--- src/rtl/spi_slave_pkg.sv ---
// Shared types and constants for the SPI slave front end of the single-port RAM.
package spi_slave_pkg;
    localparam int FRAME_W  = 10;
    localparam int DATA_W   = 8;
    localparam int RX_CNT_W = 4;

    localparam logic [1:0] CMD_WR_ADDR = 2'b00;
    localparam logic [1:0] CMD_WR_DATA = 2'b01;
    localparam logic [1:0] CMD_RD_ADDR = 2'b10;
    localparam logic [1:0] CMD_RD_DATA = 2'b11;

    typedef enum logic [2:0] {
        IDLE,
        CHK_CMD,
        WRITE,
        READ_ADD,
        READ_DATA
    } state_t;
endpackage

--- src/rtl/spi_slave_ctrl_if.sv ---
// Serial pins plus the RAM-facing frame/read-byte handshake of the SPI slave.
interface spi_slave_ctrl_if
    import spi_slave_pkg::*;
();
    logic               SS_n;
    logic               MOSI;
    logic               MISO;
    logic [FRAME_W-1:0] rx_data;
    logic               rx_valid;
    logic [DATA_W-1:0]  tx_data;
    logic               tx_valid;

    modport master (
        output SS_n, MOSI, tx_data, tx_valid,
        input  MISO, rx_data, rx_valid
    );

    modport slave (
        input  SS_n, MOSI, tx_data, tx_valid,
        output MISO, rx_data, rx_valid
    );
endinterface

--- src/rtl/spi_tx_serializer.sv ---
// Latches one read byte on load and shifts it out MSB-first; done stays set until clear.
module spi_tx_serializer
    import spi_slave_pkg::*;
(
    input  logic              clk,
    input  logic              rst_n,
    input  logic              clear,
    input  logic              load,
    input  logic [DATA_W-1:0] data,
    output logic              miso,
    output logic              done
);
    localparam int CNT_W = $clog2(DATA_W);

    logic [DATA_W-1:0] shift_reg;
    logic [CNT_W-1:0]  bit_cnt_reg;
    logic              active_reg;
    logic              done_reg;
    logic              miso_reg;

    always_ff @(posedge clk or negedge rst_n) begin
        if (!rst_n) begin
            shift_reg   <= '0;
            bit_cnt_reg <= '0;
            active_reg  <= 1'b0;
            done_reg    <= 1'b0;
            miso_reg    <= 1'b0;
        end else if (clear) begin
            shift_reg   <= '0;
            bit_cnt_reg <= '0;
            active_reg  <= 1'b0;
            done_reg    <= 1'b0;
            miso_reg    <= 1'b0;
        end else if (active_reg) begin
            miso_reg    <= shift_reg[DATA_W-1];
            shift_reg   <= {shift_reg[DATA_W-2:0], 1'b0};
            bit_cnt_reg <= bit_cnt_reg + 1'b1;
            if (bit_cnt_reg == CNT_W'(DATA_W - 1)) begin
                active_reg <= 1'b0;
                done_reg   <= 1'b1;
            end
        end else begin
            // Line idles low; a finished byte blocks any reload until the frame ends.
            miso_reg <= 1'b0;
            if (load && !done_reg) begin
                shift_reg   <= data;
                bit_cnt_reg <= '0;
                active_reg  <= 1'b1;
            end
        end
    end

    assign miso = miso_reg;
    assign done = done_reg;
endmodule

--- src/rtl/spi_slave_ctrl.sv ---
// SPI slave: receives 10-bit command frames for the RAM and returns read bytes on MISO.
module spi_slave_ctrl
    import spi_slave_pkg::*;
(
    input  logic       clk,
    input  logic       rst_n,
    spi_slave_ctrl_if.slave bus
);
    state_t               state_reg, state_next;
    logic [FRAME_W-1:0]   shift_reg, shift_next, rx_data_reg;
    logic [RX_CNT_W-1:0]  bit_cnt_reg;
    logic                 frame_done_reg, rx_valid_reg, rd_addr_seen_reg;
    logic                 capture, complete;
    logic                 ser_load, ser_clear, ser_done;

    assign shift_next = {shift_reg[FRAME_W-2:0], bus.MOSI};

    always_comb begin
        state_next = state_reg;
        capture    = 1'b0;
        complete   = 1'b0;
        case (state_reg)
            IDLE: begin
                if (!bus.SS_n) state_next = CHK_CMD;
            end
            CHK_CMD: begin
                if (bus.SS_n) begin
                    state_next = IDLE;
                end else begin
                    capture = 1'b1;
                    if (!bus.MOSI)            state_next = WRITE;
                    else if (rd_addr_seen_reg) state_next = READ_DATA;
                    else                       state_next = READ_ADD;
                end
            end
            default: begin
                // The last bit still lands if SS_n rises on the very same edge.
                if (!frame_done_reg && bit_cnt_reg == RX_CNT_W'(FRAME_W - 1)) begin
                    capture  = 1'b1;
                    complete = 1'b1;
                end else if (!frame_done_reg && !bus.SS_n) begin
                    capture = 1'b1;
                end
                if (bus.SS_n) state_next = IDLE;
            end
        endcase
    end

    always_ff @(posedge clk or negedge rst_n) begin
        if (!rst_n) state_reg <= IDLE;
        else        state_reg <= state_next;
    end

    always_ff @(posedge clk or negedge rst_n) begin
        if (!rst_n) begin
            shift_reg        <= '0;
            rx_data_reg      <= '0;
            bit_cnt_reg      <= '0;
            frame_done_reg   <= 1'b0;
            rx_valid_reg     <= 1'b0;
            rd_addr_seen_reg <= 1'b0;
        end else begin
            rx_valid_reg <= complete;
            if (state_next == IDLE) begin
                bit_cnt_reg    <= '0;
                frame_done_reg <= 1'b0;
            end else if (capture) begin
                if (complete) frame_done_reg <= 1'b1;
                else          bit_cnt_reg    <= bit_cnt_reg + 1'b1;
            end
            if (capture)  shift_reg   <= shift_next;
            if (complete) rx_data_reg <= shift_next;
            if (complete && state_reg == READ_ADD) rd_addr_seen_reg <= 1'b1;
            else if (ser_done)                     rd_addr_seen_reg <= 1'b0;
        end
    end

    assign ser_load  = (state_reg == READ_DATA) && frame_done_reg && bus.tx_valid && !bus.SS_n;
    assign ser_clear = bus.SS_n || (state_reg == IDLE);

    spi_tx_serializer u_tx (
        .clk   (clk),
        .rst_n (rst_n),
        .clear (ser_clear),
        .load  (ser_load),
        .data  (bus.tx_data),
        .miso  (bus.MISO),
        .done  (ser_done)
    );

    assign bus.rx_data  = rx_data_reg;
    assign bus.rx_valid = rx_valid_reg;
endmodule
--- src/flat_wrapper.sv ---
// flat-port wrapper written by rule: the top's interface ports become plain ports
module spi_slave_ctrl_flat import spi_slave_pkg::*;
  (clk, rst_n, bus_SS_n, bus_MOSI, bus_tx_data, bus_tx_valid, bus_MISO, bus_rx_data, bus_rx_valid);
  spi_slave_ctrl_if bus_i ();
  input  logic clk;
  input  logic rst_n;
  input wire logic [$bits(bus_i.SS_n)-1:0] bus_SS_n;
  input wire logic [$bits(bus_i.MOSI)-1:0] bus_MOSI;
  input wire logic [$bits(bus_i.tx_data)-1:0] bus_tx_data;
  input wire logic [$bits(bus_i.tx_valid)-1:0] bus_tx_valid;
  output wire logic [$bits(bus_i.MISO)-1:0] bus_MISO;
  output wire logic [$bits(bus_i.rx_data)-1:0] bus_rx_data;
  output wire logic [$bits(bus_i.rx_valid)-1:0] bus_rx_valid;
  assign bus_i.SS_n = bus_SS_n;
  assign bus_i.MOSI = bus_MOSI;
  assign bus_i.tx_data = bus_tx_data;
  assign bus_i.tx_valid = bus_tx_valid;
  assign bus_MISO = bus_i.MISO;
  assign bus_rx_data = bus_i.rx_data;
  assign bus_rx_valid = bus_i.rx_valid;
  spi_slave_ctrl u_core (.clk(clk), .rst_n(rst_n), .bus(bus_i));
endmodule
--- config.mk ---
export PLATFORM = sky130hd
export DESIGN_NAME = spi_slave_ctrl_flat
export DESIGN_NICKNAME = d
export VERILOG_FILES = /design/src/rtl/spi_slave_pkg.sv /design/src/rtl/spi_slave_ctrl_if.sv /design/src/rtl/spi_tx_serializer.sv /design/src/rtl/spi_slave_ctrl.sv /design/src/flat_wrapper.sv
export SDC_FILE = /design/constraint.sdc
export NUM_CORES = 1
export LEC_CHECK = 0
export ABC_AREA = 0
export CAP_MARGIN = 20
export CORE_UTILIZATION = 34
export CTS_CLUSTER_SIZE = 24
export DETAILED_ROUTE_END_ITERATION = 16
export MAX_ROUTING_LAYER = met4
export PLACE_DENSITY_LB_ADDON = 0.05
export SETUP_SLACK_MARGIN = 0.1
export SLEW_MARGIN = 20
export SYNTH_ARGS = -nofsm -noshare
export SYNTH_HDL_FRONTEND = slang
export SYNTH_SLANG_ARGS = --single-unit
--- constraint.sdc ---
create_clock -name clk -period 1.75 [get_ports clk]
set_input_delay 0.35 -clock clk [delete_from_list [all_inputs] [get_ports clk]]
set_output_delay 0.35 -clock clk [all_outputs]
set_load 0.01 [all_outputs]
# [Yosys cells after proc, flatten, opt, wreduce, memory -nomap -nowiden]
# Cells that the tools add are included.
[word_totals] regBits=43 output_inout_bits=12 word_cells=78
[classes] add_sub_neg=2 n_eq_ne=6 muxes=35 reduce_logical=23
[ops] operator="3-bit two-way mux" count=8
[ops] operator="8-bit two-way mux" count=3
[ops] operator="1-bit two-way mux" count=19
[ops] operator="4-bit two-way mux" count=3
[ops] operator="2-bit nonzero test" count=5
[ops] operator="1-bit logical AND" count=7
[ops] operator="3-bit == test (second input constant)" count=2
[ops] operator="3-bit zero test" count=2
[ops] operator="3-bit one-hot mux with 2 select lines" count=1
[ops] operator="2-bit AND reduction" count=3
[ops] operator="4-bit by 1-bit adder with 4-bit output (second input constant)" count=1
[ops] operator="4-bit == test (second input constant)" count=1
[ops] operator="3-bit by 1-bit adder with 3-bit output (second input constant)" count=1
[ops] operator="3-bit by 1-bit == test with 1-bit output (second input constant)" count=1
[ops] operator="3-bit by 2-bit == test with 1-bit output (second input constant)" count=1
[ops] operator="1-bit zero test" count=3
[ops] operator="3-bit nonzero test" count=1
[ops] operator="2-bit != test (second input constant)" count=1
[ops] operator="1-bit one-hot mux with 2 select lines" count=1
[ops] operator="2-bit OR reduction" count=1
[ops] operator="1-bit logical OR" count=1

# [Depth between registers and ports, before layout]
[logic_depth] ltp_word=8 mapped_depth=7 ltp_nobuf=6

# [Cells and area by module]
# From an unflattened synthesis, not the netlist that was laid out.
[unflattened] hier_cells=164 hier_area_um2=2042.0
[by_module_without_submodules] mod="spi_slave_ctrl" instances=1 cells_per_inst=96 area_each_um2=1295.0 seq_area_each_um2=725.7
[by_module_without_submodules] mod="spi_tx_serializer" instances=1 cells_per_inst=68 area_each_um2=747.0 seq_area_each_um2=350.3

# [Worst setup path after synthesis]
# No wires, ideal clock.
[synth_path] path_kind="register to register" from="register u_core.bit_cnt_reg[1]" to="register u_core.rx_data_reg[1], in the netlist u_core.bus.rx_data[1]" setup_ns=0.125 arrival_time_ns=1.432 required_ns=1.625 slack_ns=0.193 stages_incl_launch_ff=7 n_path_buf=1 synth_period_minus_slack_ns=1.557 path_cell_list="dfrtp_1 inv_1 ha_1 nand3b_1 nor3_2 buf_4 mux2_2"
[synth_between] elab_chain_len=4
[synth_rtl] item="start: declaration" line="spi_slave_ctrl.sv:11" source="logic [RX_CNT_W-1:0] bit_cnt_reg;"
[synth_rtl] item="start signal: assignment" line="spi_slave_ctrl.sv:69" source="else bit_cnt_reg <= bit_cnt_reg + 1'b1;"
[synth_rtl] item="4-bit == test" line="spi_slave_ctrl.sv:38" source="if (!frame_done_reg && bit_cnt_reg == RX_CNT_W'(FRAME_W - 1)) begin"
[synth_rtl] item="1-bit logical AND" line="spi_slave_ctrl.sv:38"
[synth_rtl] item="1-bit two-way mux" line="spi_slave_ctrl.sv:38"
[synth_rtl] item="1-bit two-way mux" line="spi_slave_ctrl.sv:22" source="case (state_reg)"
[synth_rtl] item="named net u_core.complete" line="spi_slave_ctrl.sv:13" source="logic capture, complete;"
[synth_rtl] item="end signal: assignment" line="spi_slave_ctrl.sv:72" source="if (complete) rx_data_reg <= shift_next;"
[synth_rtl] item="end: declaration" line="spi_slave_ctrl.sv:10" source="logic [FRAME_W-1:0] shift_reg, shift_next, rx_data_reg;"
# The timed path passes the listed nets, and every way through them passes these cells.
# A chain may end at the register's enable or synchronous reset.

# [Final worst setup path]
[layout_path] from="register u_core.bit_cnt_reg[0]" to="register u_core.shift_reg[2]"
[layout_between] elab_chain_len=4
[layout_rtl] item="4-bit == test" line="spi_slave_ctrl.sv:38"
[layout_rtl] item="1-bit logical AND" line="spi_slave_ctrl.sv:38"
[layout_rtl] item="1-bit two-way mux" line="spi_slave_ctrl.sv:38"
[layout_rtl] item="1-bit one-hot mux with 2 select lines" line="spi_slave_ctrl.sv:22"
[layout_rtl] item="end signal: assignment" line="spi_slave_ctrl.sv:71" source="if (capture) shift_reg <= shift_next;"
[layout_rtl] item="end: declaration" line="spi_slave_ctrl.sv:10"
# Every way passes these cells.

==> results.py <==
metrics = {
    "outcome": {
        "status": "complete, no violations",
    },
    "worst_hold_path": {
        "min_path_type": "input pin to asynchronous set/reset pin",
    },
    "route": {
        "via_count": 1290,
        "dr_wl_met3_um": 132,
        "wl_met2_um": 1618,
        "wl_per_cell_um": 13.35,
        "wl_met1_um": 1713,
        "drc": 0,
        "drt_iter0_markers": 45,
        "postRouteAntennaNets": 0,
        "wirelength_um": 3511,
        "maxUsedRoutingLayer": "met4",
        "first_pass_iters": 4,
        "via_per_inst": 4.905,
    },
    "timing": {
        "min_period_ps": 1623,
        "min_period_over_period_pct": 92.76,
        "max_freq_ghz": 0.6160,
        "slew_viol_final": 0,
        "relSlewSlack_pct": 72.74,
        "setup_viol": 0,
        "whs_ps": 471.1,
        "worst_slack_ps": 126.7,
        "worst_pin_slew_ps": 407.3,
        "hold_viol_final": 0,
        "skew_ps": 7.331,
        "rsz0062_at_grt": "true",
    },
    "cts": {
        "cts_setup_buffers": 0,
        "clk_pin_slew_ps": 80,
        "clock_sinks": 43,
        "insertion_delay_ps": 290,
        "root_buffer": "clkbuf_8",
        "numCtsBuffers": 5,
        "cts_tree": "yes",
        "htreeDepth": 2,
        "clk_path_buf_depth": 2,
    },
    "yosys": {
        "synth_mux_area_share_pct": 12.64,
        "synth_xor_xnor_area_share_pct": 0.4707,
        "synth_compound_area_share_pct": 10.36,
        "synth-seq-area-share_pct": 57.83,
        "synth_warnings": 0,
        "synth_seq_cells": 43,
        "syn_inst": 155,
        "synth-simple-area-share_pct": 13.72,
        "synth_area_mm2": 0.001861,
        "avgSynthCellArea_um2": 12.00,
        "syn_nets": 172,
        "synth_top_family_by_area": "simple AND/OR/NAND/NOR gates",
        "ys_types": 29,
        "synth_adder_area_share_pct": 2.690,
    },
    "final_layout": {
        "area_growth_pct": 27.10,
        "fin_util_pct": 45.72,
        "final_cell_mix": "dfrtp_1, clkdlybuf4s50_1, mux2_2",
        "num_antenna_cells": 0,
        "final_area_mm2": 0.002365,
        "largest_reg_flops": 10,
        "nNetsFinal": 209,
        "stdcell_count": 263,
        "final_common_cell": "dfrtp_1",
        "layout-drive-gt1-share_pct": 24.35,
    },
    "place": {
        "placed_cells": 254,
        "post-place-ws_ps": -228.6,
        "globalplace.congestion": 0.7558,
        "hpwl_um": 2473,
        "io_buffers": 24,
        "place_area_mm2": 0.002247,
    },
    "floorplanning": {
        "die_w_um": 75.98,
        "initial_core_util_pct": 35.97,
        "fp-row-count": 26,
        "core_mm2": 0.005172,
        "die_area_mm2": 0.005772,
        "die_h_um": 75.98,
        "ios": 25,
    },
    "worst_setup_path": {
        "crit_type": "register to register",
        "worstPathRequired_ps": 1930,
        "start_kind": "register",
        "worstPathMaxFanout": 9,
        "r2r_slack_ps": 130,
        "critical_path_arrival_ps": 1800,
        "cp-end-kind": "register",
    },
    "job": {
        "drv_cap": 0,
    },
    "power_and_ir_drop": {
        "vdd_drop_max_mv": 0.4002,
        "p_leak_nw": 1.037,
        "power_density_mw_per_mm2": 939.9,
    },
    "global_routing": {
        "grt_max_degree": 33,
        "grt.total_usage_pct": 14.13,
        "grt_pass1_wl_um": 6306,
        "first_global_vias": 1315,
        "antenna_found_initial": 0,
        "grt-ovfl-total": 0,
    },
}
cell type report:
class	count	area (um2)
clock buffers	6	72.57
well taps	70	87.58
fillers	479	2808
clock inverters	2	12.51
repair buffers	35	339.1
inverters	5	18.77
multi-input cells	102	758.2
flip-flops and latches	43	1076
worst paths after layout:
check,start,end,cells past startpoint
worst max-delay path,u_core.bit_cnt_reg[0]$_DFFE_PN0P_,u_core.shift_reg[2]$_DFFE_PN0P_,5
worst min-delay path,rst_n,u_core.bit_cnt_reg[2]$_DFFE_PN0P_,2
worst max register to register,u_core.bit_cnt_reg[0]$_DFFE_PN0P_,u_core.shift_reg[2]$_DFFE_PN0P_,5
worst min register to register,u_core.bus.rx_data[9]$_DFFE_PN0P_,u_core.bus.rx_data[9]$_DFFE_PN0P_,1
max in group asynchronous,rst_n,u_core.u_tx.shift_reg[5]$_DFFE_PN0P_,3
min in group clk,u_core.bus.rx_data[9]$_DFFE_PN0P_,u_core.bus.rx_data[9]$_DFFE_PN0P_,1
report_power, final:
| part | switching, mW | internal [mW] |
|---|---|---|
| Combinational | 0.149 | 0.216 |
| Sequential | 0.109 | 1.14 |
| Clock | 0.334 | 0.279 |
Yosys cell counts, drive strengths merged:
cell type | n | share of area (%)
inv | 5 | 1.0
nand2b | 3 | 1.0
ha | 4 | 2.7
mux2 | 20 | 12
nor3 | 4 | 1.3
mux2i | 1 | 0.54
nand4 | 1 | 0.34
o21ba | 1 | 0.54
nor4b | 1 | 1.3
xor2 | 1 | 0.47
dfrtp | 43 | 58
nor4bb | 1 | 0.54
nand3b | 5 | 2.0
o21ai | 13 | 3.7
o41ai | 1 | 0.47
or2 | 2 | 0.67
nand2 | 15 | 3.0
a2bb2oi | 7 | 3.3
nor2 | 8 | 1.6
a21oi | 8 | 2.4
clkbuf | 3 | 0.61
buf | 2 | 0.67
nor3b | 1 | 0.40
or3 | 2 | 0.67
nand3 | 3 | 0.81
cells by family after synthesis:
logic type | after synthesis
buf+inv | 10
xor+xnor | 1
flops | 43
fa+ha+maj | 4
simple gates | 46
mux | 21
compound gates | 30
repair_timing:
item / 4_1_cts / 5_1_grt
hold endpoints to repair: 11 / 0
gates resized for setup: 3 / 2
gates cloned: 0 / 0
setup endpoints to repair: 15 / 34
hold buffers: 1 / 0
pin swaps: 0 / 2
per-stage QoR:
step                      setup TNS, ps  power [mW]
after global placement            -3924       1.614
after floorplan                       0       1.480
after detailed placement          -4570       1.628
after CTS                             0       2.271
final                                 0       2.223
after global routing                  0       2.370
critical path: stages (launching register included):
cell and delay (ps):
dfrtp_1 430, ha_1 210, nand3b_1 180, nand3b_1 150
o21ai_4 160, mux2_2 370
routing by layer:
metal | vias to the layer above | GRT usage (%)
met1 | 643 | 18.74
met4 | 0 | 4.615
met2 | 19 | 21.09
li1 | 622 | -
met5 | - | -
met3 | 6 | 3.713
No activity file was read; power rests on OpenSTA's default activity.
